### config.mk
export PLATFORM = sky130hd
export DESIGN_NAME = pcie_tx_arb
export DESIGN_NICKNAME = d
export VERILOG_FILES = /design/src/rtl/pcie_tx_arb.sv
export SDC_FILE = /design/constraint.sdc
export NUM_CORES = 1
export LEC_CHECK = 0
export ABC_AREA = 0
export BUFFER_PORTS_ARGS = -buffer_cell sky130_fd_sc_hd__buf_2
export CAP_MARGIN = 20
export CORE_AREA = 2 2 148 150
export DETAILED_ROUTE_END_ITERATION = 7
export DIE_AREA = 0 0 150 152
export PLACE_DENSITY_LB_ADDON = 0.05
export SLEW_MARGIN = 20
export SYNTH_ARGS = -nofsm -noshare
export SYNTH_HDL_FRONTEND = slang
export SYNTH_SLANG_ARGS = --single-unit
export TNS_END_PERCENT = 30
### constraint.sdc
create_clock -name clock -period 5.55 [get_ports clock]
set_input_delay 0.8325 -clock clock [delete_from_list [all_inputs] [get_ports clock]]
set_output_delay 0.8325 -clock clock [all_outputs]
set_load 0.02 [all_outputs]
### src/rtl/pcie_tx_arb.sv
// pcie_tx_arb: merges read-completion, read-request and posted-write requesters into PCIe TLPs on a 64-bit AXI stream
// Ports:
//   clock, reset_n                 clock and asynchronous active-low reset
//   pcie_id                        requester/completer ID placed in every header
//   rc_valid/rc_rid_tag/rc_lower_addr/rc_data -> rc_ready   completion source (3-beat CplD, 2 DW)
//   rr_valid/rr_addr/rr_tag -> rr_ready                     memory read request source
//   wr_valid/wr_addr/wr_data -> wr_ready                    memory write source, one 64-bit word per wr_ready
//   tx_tready -> tx_tdata/tx_tvalid/tx_tlast/tx_1dw          AXI stream toward the PCIe core, DW0 in [31:0]
module pcie_tx_arb #(
  parameter int WR_PAYLOAD_DW = 32,
  parameter int RR_LENGTH_DW  = 128,
  parameter int ARB_MODE      = 0
) (
  input  logic        clock,
  input  logic        reset_n,
  input  logic [15:0] pcie_id,
  input  logic        rc_valid,
  input  logic [23:0] rc_rid_tag,
  input  logic [3:0]  rc_lower_addr,
  input  logic [63:0] rc_data,
  output logic        rc_ready,
  input  logic        rr_valid,
  input  logic [63:0] rr_addr,
  input  logic [7:0]  rr_tag,
  output logic        rr_ready,
  input  logic        wr_valid,
  input  logic [63:0] wr_addr,
  input  logic [63:0] wr_data,
  output logic        wr_ready,
  input  logic        tx_tready,
  output logic [63:0] tx_tdata,
  output logic        tx_1dw,
  output logic        tx_tlast,
  output logic        tx_tvalid
);
  // Each state names the beat that is loaded into the output registers on the next advance.
  // IDLE loads either a header (arbitration) or an empty beat.
  typedef enum logic [2:0] {IDLE, RC2, RC3, RR2, WA, WD, WT} state_t;
  localparam logic [9:0] WR_LEN  = 10'(WR_PAYLOAD_DW % 1024);
  localparam logic [9:0] RR_LEN  = 10'(RR_LENGTH_DW % 1024);
  localparam logic [9:0] WD_LAST = 10'(WR_PAYLOAD_DW / 2 - 1);
  state_t state, state_nx;
  logic [9:0] cnt;
  logic [31:0] hold;
  logic [1:0] prio, s1, s2, grant;
  logic [2:0] req;
  logic adv, any, rr_4dw, wr_4dw, wd_last;
  logic [63:0] hdr, tdata_nx;
  logic tlast_nx, t1dw_nx;

  function automatic logic [31:0] es(input logic [31:0] x);
    return {x[7:0], x[15:8], x[23:16], x[31:24]};
  endfunction

  function automatic logic [1:0] inc3(input logic [1:0] p);
    return p == 2'd2 ? 2'd0 : p + 2'd1;
  endfunction

  assign adv     = tx_tready | ~tx_tvalid;
  assign req     = {wr_valid, rr_valid, rc_valid};
  assign any     = |req;
  assign s1      = inc3(prio);
  assign s2      = inc3(s1);
  // prio stays at rc in fixed mode, so the same rotation gives rc > rr > wr
  assign grant   = req[prio] ? prio : req[s1] ? s1 : s2;
  assign rr_4dw  = |rr_addr[63:32];
  assign wr_4dw  = |wr_addr[63:32];
  assign wd_last = cnt == WD_LAST;
  assign rc_ready = adv && state == RC3;
  assign rr_ready = adv && state == RR2;
  assign wr_ready = adv && state == WD;
  assign hdr = grant == 2'd0 ? {pcie_id, 16'd8, 32'h4A00_0002}
             : grant == 2'd1 ? {pcie_id, rr_tag, 8'hFF, 2'b00, rr_4dw, 19'd0, RR_LEN}
             :                 {pcie_id, 16'h00FF, 2'b01, wr_4dw, 19'd0, WR_LEN};

  always_ff @(posedge clock or negedge reset_n)
    if (!reset_n) begin
      state     <= IDLE;
      cnt       <= '0;
      hold      <= '0;
      prio      <= '0;
      tx_tdata  <= '0;
      tx_tvalid <= 1'b0;
      tx_tlast  <= 1'b0;
      tx_1dw    <= 1'b0;
    end else if (adv) begin
      state     <= state_nx;
      cnt       <= state == WD ? cnt + 10'd1 : 10'd0;
      if (state == WD) hold <= es(wr_data[63:32]);
      if (ARB_MODE != 0 && state == IDLE && any) prio <= inc3(grant);
      tx_tdata  <= tdata_nx;
      tx_tvalid <= state != IDLE || any;
      tx_tlast  <= tlast_nx;
      tx_1dw    <= t1dw_nx;
    end

  always_comb begin
    state_nx = state;
    case (state)
      IDLE:    state_nx = !any ? IDLE : grant == 2'd0 ? RC2 : grant == 2'd1 ? RR2 : wr_4dw ? WA : WD;
      RC2:     state_nx = RC3;
      RC3:     state_nx = IDLE;
      RR2:     state_nx = IDLE;
      WA:      state_nx = WD;
      WD:      state_nx = !wd_last ? WD : wr_4dw ? IDLE : WT;
      WT:      state_nx = IDLE;
      default: state_nx = IDLE;
    endcase
  end

  always_comb begin
    tdata_nx = '0;
    tlast_nx = 1'b0;
    t1dw_nx  = 1'b0;
    case (state)
      IDLE: tdata_nx = any ? hdr : '0;
      RC2:  tdata_nx = {es(rc_data[31:0]), rc_rid_tag, 1'b0, rc_lower_addr, 3'b000};
      RC3: begin
        tdata_nx = {32'd0, es(rc_data[63:32])};
        tlast_nx = 1'b1;
        t1dw_nx  = 1'b1;
      end
      RR2: begin
        tdata_nx = rr_4dw ? {rr_addr[31:0], rr_addr[63:32]} : {32'd0, rr_addr[31:0]};
        tlast_nx = 1'b1;
        t1dw_nx  = ~rr_4dw;
      end
      WA:   tdata_nx = {wr_addr[31:0], wr_addr[63:32]};
      // 3DW writes are shifted by one DW: the address fills the first low lane, then the held high half
      WD: begin
        tdata_nx = wr_4dw ? {es(wr_data[63:32]), es(wr_data[31:0])}
                          : {es(wr_data[31:0]), cnt == 10'd0 ? wr_addr[31:0] : hold};
        tlast_nx = wr_4dw && wd_last;
      end
      WT: begin
        tdata_nx = {32'd0, hold};
        tlast_nx = 1'b1;
        t1dw_nx  = 1'b1;
      end
      default: tdata_nx = '0;
    endcase
  end
endmodule

; ---- After elaboration in Yosys (flattened, before gate mapping)
; Index checks and enable logic that the tools add are counted.
[op_classes]
order_cmp = 2
bitwise = 3
n_reduce_logical = 15
div = 0
addsub = 3
n_mux = 25
shifts = 0
multipliers = 0
eq_ne = 10
[ops]
columns = op, count
row1 = 64-bit one-hot mux with 7 select lines, 1
row2 = 64-bit two-way mux, 3
row3 = 48-bit two-way mux, 2
row4 = 32-bit OR reduction, 2
row5 = 32-bit two-way mux, 1
row6 = 3-bit two-way mux, 5
row7 = 3-bit one-hot mux with 4 select lines, 1
row8 = "10-bit by 1-bit adder with 10-bit output, second input constant", 1
row9 = "10-bit by 4-bit == test with 1-bit output, second input constant", 1
row10 = 10-bit logical NOT, 1
row11 = 10-bit two-way mux, 1
row12 = "3-bit == test, second input constant", 3
row13 = 2-bit two-way mux, 4
row14 = "3-bit by 2-bit == test with 1-bit output, second input constant", 2
row15 = "2-bit by 3-bit < comparator with 1-bit output, second input constant", 2
row16 = 3-bit OR reduction, 2
row17 = "2-bit by 1-bit adder with 2-bit output, second input constant", 2
row18 = 1-bit binary-select mux with 2-bit select, 2
row19 = "2-bit == test, second input constant", 2
row20 = 1-bit logical AND, 4
row21 = 1-bit one-hot mux with 2 select lines, 2
row22 = "3-bit by 1-bit == test with 1-bit output, second input constant", 1
row23 = 3-bit logical NOT, 1
row24 = 1-bit two-way mux, 3
row25 = other kinds (8), 9
[word_totals]
wordCells = 65
reg_bits = 112
latch_bits = 0
inputBits = 314
n_memories = 0
mem_bits_ro = 0
ram_bits = 0

; ---- Depth between registers and ports, before layout
[logic_depth]
word_depth = 11
mapped_depth = 8
mapped_depth_nobuf = 7

; ---- Worst setup path before layout
; Ideal clock, no wire load.
[synth_timing]
path_type = in2out
from = in tx_tready
to = out rc_ready
path_slack_ns = 2.701
arrival_time_ns = 2.016
path_stages = 5
cell_sequence = nor2b_1 clkbuf_1 clkbuf_1 clkbuf_1 nor4_1
[synth_between]
elab_chain_cells = 2
[synth_rtl]
columns = item, line_no
row1 = from (decl), 30  ; input logic tx_tready,
row2 = 1-bit bitwise OR, 59  ; assign adv = tx_tready | ~tx_tvalid;
row3 = 1-bit logical AND, 69  ; assign rc_ready = adv && state == RC3;
row4 = to (decl), 21  ; output logic rc_ready,
; No other way between the ends.

; ---- Worst setup path after layout
[layout_timing]
from = reg state[1]
to = out wr_ready
[layout_between]
elab_chain_cells = 2
[layout_rtl]
columns = item, line_no
row1 = from (decl), 42  ; state_t state, state_nx;
row2 = from (signal assigned), 87  ; state <= state_nx;
row3 = 3-bit == test, 71  ; assign wr_ready = adv && state == WD;
row4 = 1-bit logical AND, 71
row5 = to (decl), 29  ; output logic wr_ready,
; No other way between the ends.

==> results by group <==
Final layout
  – Most common cell after layout, fill and taps aside: buf_2
  – FF/Latch Area: 0.00281 mm2
  – Multi-input combinational cell area: 0.00464 mm2
  – Final nets: 1,515
  – Layout cells sized above 1: 0.411
  – Fill cell count: 2,138
  – Synth-to-layout area growth: 31.9%
  – Most frequent cells in the layout: 382 x buf_2, 145 x nand2_1, 109 x dfrtp_1

Synthesis
  – Synth async-reset ratio: 1.00
  – Area leader, netlist: dfrtp_1
  – Seq/Total Area, Yosys: 0.357
  – Post-synth EDFFs: 0
  – Post-synth cell types: 45
  – Synth Register Bits: 112
  – Netlist Area Pre-Place: 0.00785 mm2
  – Ys Warns: 2
  – Avg Cell Area, Syn: 9.07 um2
  – Syn Inst Count: 866
  – Syn_nets: 1,182
  – Area contributors post-synth: dfrtp_1 36%, mux2i_1 11%, mux2_2 8.3%
  – Yosys top cell area share: 0.357
  – Top FF cell, synth: dfrtp_1

Floorplanning
  – Core ar.: 0.0214 mm2
  – Row cnt: 54
  – IO Pins: 384
  – Die area: 0.0228 mm2
  – Die H: 152 um
  – Die W: 150 um
  – Initial Util: 0.368

Critical path
  – Critical Path Source Type: register
  – CP Buf/Inv Count: 3
  – Crit path max fanout: 39
  – CP cell instances: nor2b_4, buf_4, nand3_4, inv_2, buf_2
  – Max stage delay on crit path: 0.73 ns
  – Worst path slowest cell: inv_2
  – Worst Path Class, Setup: reg2out
  – Req. time, crit path: 4.72 ns
  – Crit path max-delay family: buffers and inverters
  – WP data arrival: 2.83 ns
  – Endpoint type of the worst setup path: output pin

Placement
  – Buffers added on ports: 383
  – Dpl hpwl: 26.6 mm
  – Pre-CTS WS: 1.95 ns
  – Global placer's final weighted congestion: 0.900

Routing
  – Vias: 8,950
  – WL final: 37.4 mm
  – Post-route ant nets: 0
  – Drt wl/cell: 25.1 um
  – Max layer used: met5
  – DRC Markers: 2
  – Drt first pass iters: 8
  – Wire length on met1: 15.5 mm
  – Metal2 WL: 17.8 mm
  – Met3 wire len: 2.80 mm
  – DRT iter0 DRCs: 714
  – DR vias/cell: 6.00

STA
  – Fmax: 273 MHz
  – Fin Setup TNS: 0 ns
  – Tcrit/Tclk final: 0.660
  – RSZ-0062 raised after global routing: no
  – Final Hold Fails: 0
  – Final Setup Violations: 0
  – Max-slew headroom: 0.267
  – Max Transition Viols Final: 0
  – Worst-Margin Slew: 1.10 ns
  – Final worst slack: 1.88 ns
  – Max Clock Skew: 0.00875 ns
  – Min cycle time layout: 3.67 ns

Power
  – Peak supply drop: 0.314 mV
  – Leakage: 4.83 nW
  – Total power: 0.00535 W
  – PwrDens: 516 mW/mm2

CTS
  – Hold Buf Count CTS: 0
  – Clock sinks: 112
  – Clk pin slew, worst setup/hold paths: 0.08 ns
  – Cts bufs inserted: 9
  – Root Buffer: clkbuf_16
  – Worst-Skew Late Latency: 0.36 ns
  – TritonCTS clock tree: yes
  – Setup repair bufs after CTS: 0
  – CTS HTree Levels: 3
  – Clock Path Buffers: 2
  – Post-CTS sizing: 0

GRT
  – Overall global routing resource usage: 0.323
  – Initial antenna violation count: 10
  – First-pass GRT wire length: 55.6 mm
  – Total gr overflow: 0
  – Vias in the first global route: 9,121
  – Pin count of the biggest net entering global routing: 97

Job
  – MaxCap Viol Count: 0

Status
  – Failing checks: design-rule violations
  – Outcome: complete, but fails checks

Min path
  – Hold WC Path Type: reg2reg
## worst paths after layout
path / startpoint / endpoint / slack [ns] / cells past startpoint
setup / recovery: state[1] / wr_ready / 1.88 / 5
hold / removal: tx_tdata[55] / tx_tdata[55] / 0.48 / 2
setup reg to reg: cnt[6] / tx_tdata[20] / 2.47 / 6
hold reg to reg: tx_tdata[55] / tx_tdata[55] / 0.48 / 2
max in group asynchronous: reset_n / tx_tdata[27] / 3.78 / 2
min in group asynchronous: reset_n / tx_tlast / 0.60 / 1
## sequential cells by signal, indices dropped and copies added, names as in the netlist
| signal | count |
|---|---|
| tx_1dw | 1 |
| cnt | 10 |
| tx_tlast | 1 |
| hold | 32 |
| state | 3 |
| tx_tvalid | 1 |
| tx_tdata | 64 |
## worst register-to-register path, stage by stage (launching register included)
cell and delay (ns):
dfrtp_1 0.43, nor4_1 0.73, nand3_2 0.70, buf_4 0.50, mux2_2 0.32, mux2i_1 0.15, o21ai_0 0.10
## synthesized netlist by cell type, drive strengths merged (5+ instances only)
cell	count
nand2	146
dfrtp	112
mux2i	86
clkbuf	65
mux2	58
o21ai	48
a222oi	45
inv	41
o221ai	33
o21a	32
a22oi	31
a221oi	25
o22ai	19
nor4	18
buf	16
nand3	10
a21oi	9
nor2	9
a211oi	8
nor3	6
nand4	5
nor2b	5
o211ai	5
## through the flow
step                      instances  hold WS, ns  utilization  cell area [um2]
final                          1492        0.484        0.485            10400
after global routing           1491        0.510        0.485            10400
after CTS                      1482        0.488        0.483            10300
after detailed placement       1467        0.471        0.469            10000
after global placement         1467        0.468        0.469            10000
after floorplan                 866        0.457            -             7850
## kinds of logic after synthesis
kind of cell | synth area share
AOI/OAI and AO/OA | 0.261
xor gates and xnor gates | 0.00223
adders and majority gates | 0.00319
buffers and inverters | 0.0615
DFF | 0.357
muxes | 0.196
and+or+nand+nor | 0.119
## final cells by class
| type | count | share of cell area |
|---|---|---|
| Multi-Input combinational cell | 632 | 0.448 |
| Timing Repair Buffer | 403 | 0.202 |
| Clock buffer | 11 | 0.0234 |
| Clock inverter | 4 | 0.00519 |
| Sequential cell | 112 | 0.271 |
| Tap cell | 280 | 0.0338 |
| Antenna cell | 9 | 0.00217 |
| Inverter | 41 | 0.0149 |
## layer usage
metal / vias up / GRT usage
li1: 4004 / -
met1: 4406 / 0.421
met3: 80 / 0.0727
met4: 2 / 0.119
met2: 458 / 0.524
met5: - / 0
## where the power goes
part	internal, W	total [W]	switching (W)
sequential	0.00118	0.00143	0.000255
combinational	0.00131	0.00322	0.00192
clock	0.000363	0.000688	0.000325
total	0.00285	0.00535	0.00249
(Power assumes the default switching activity.)
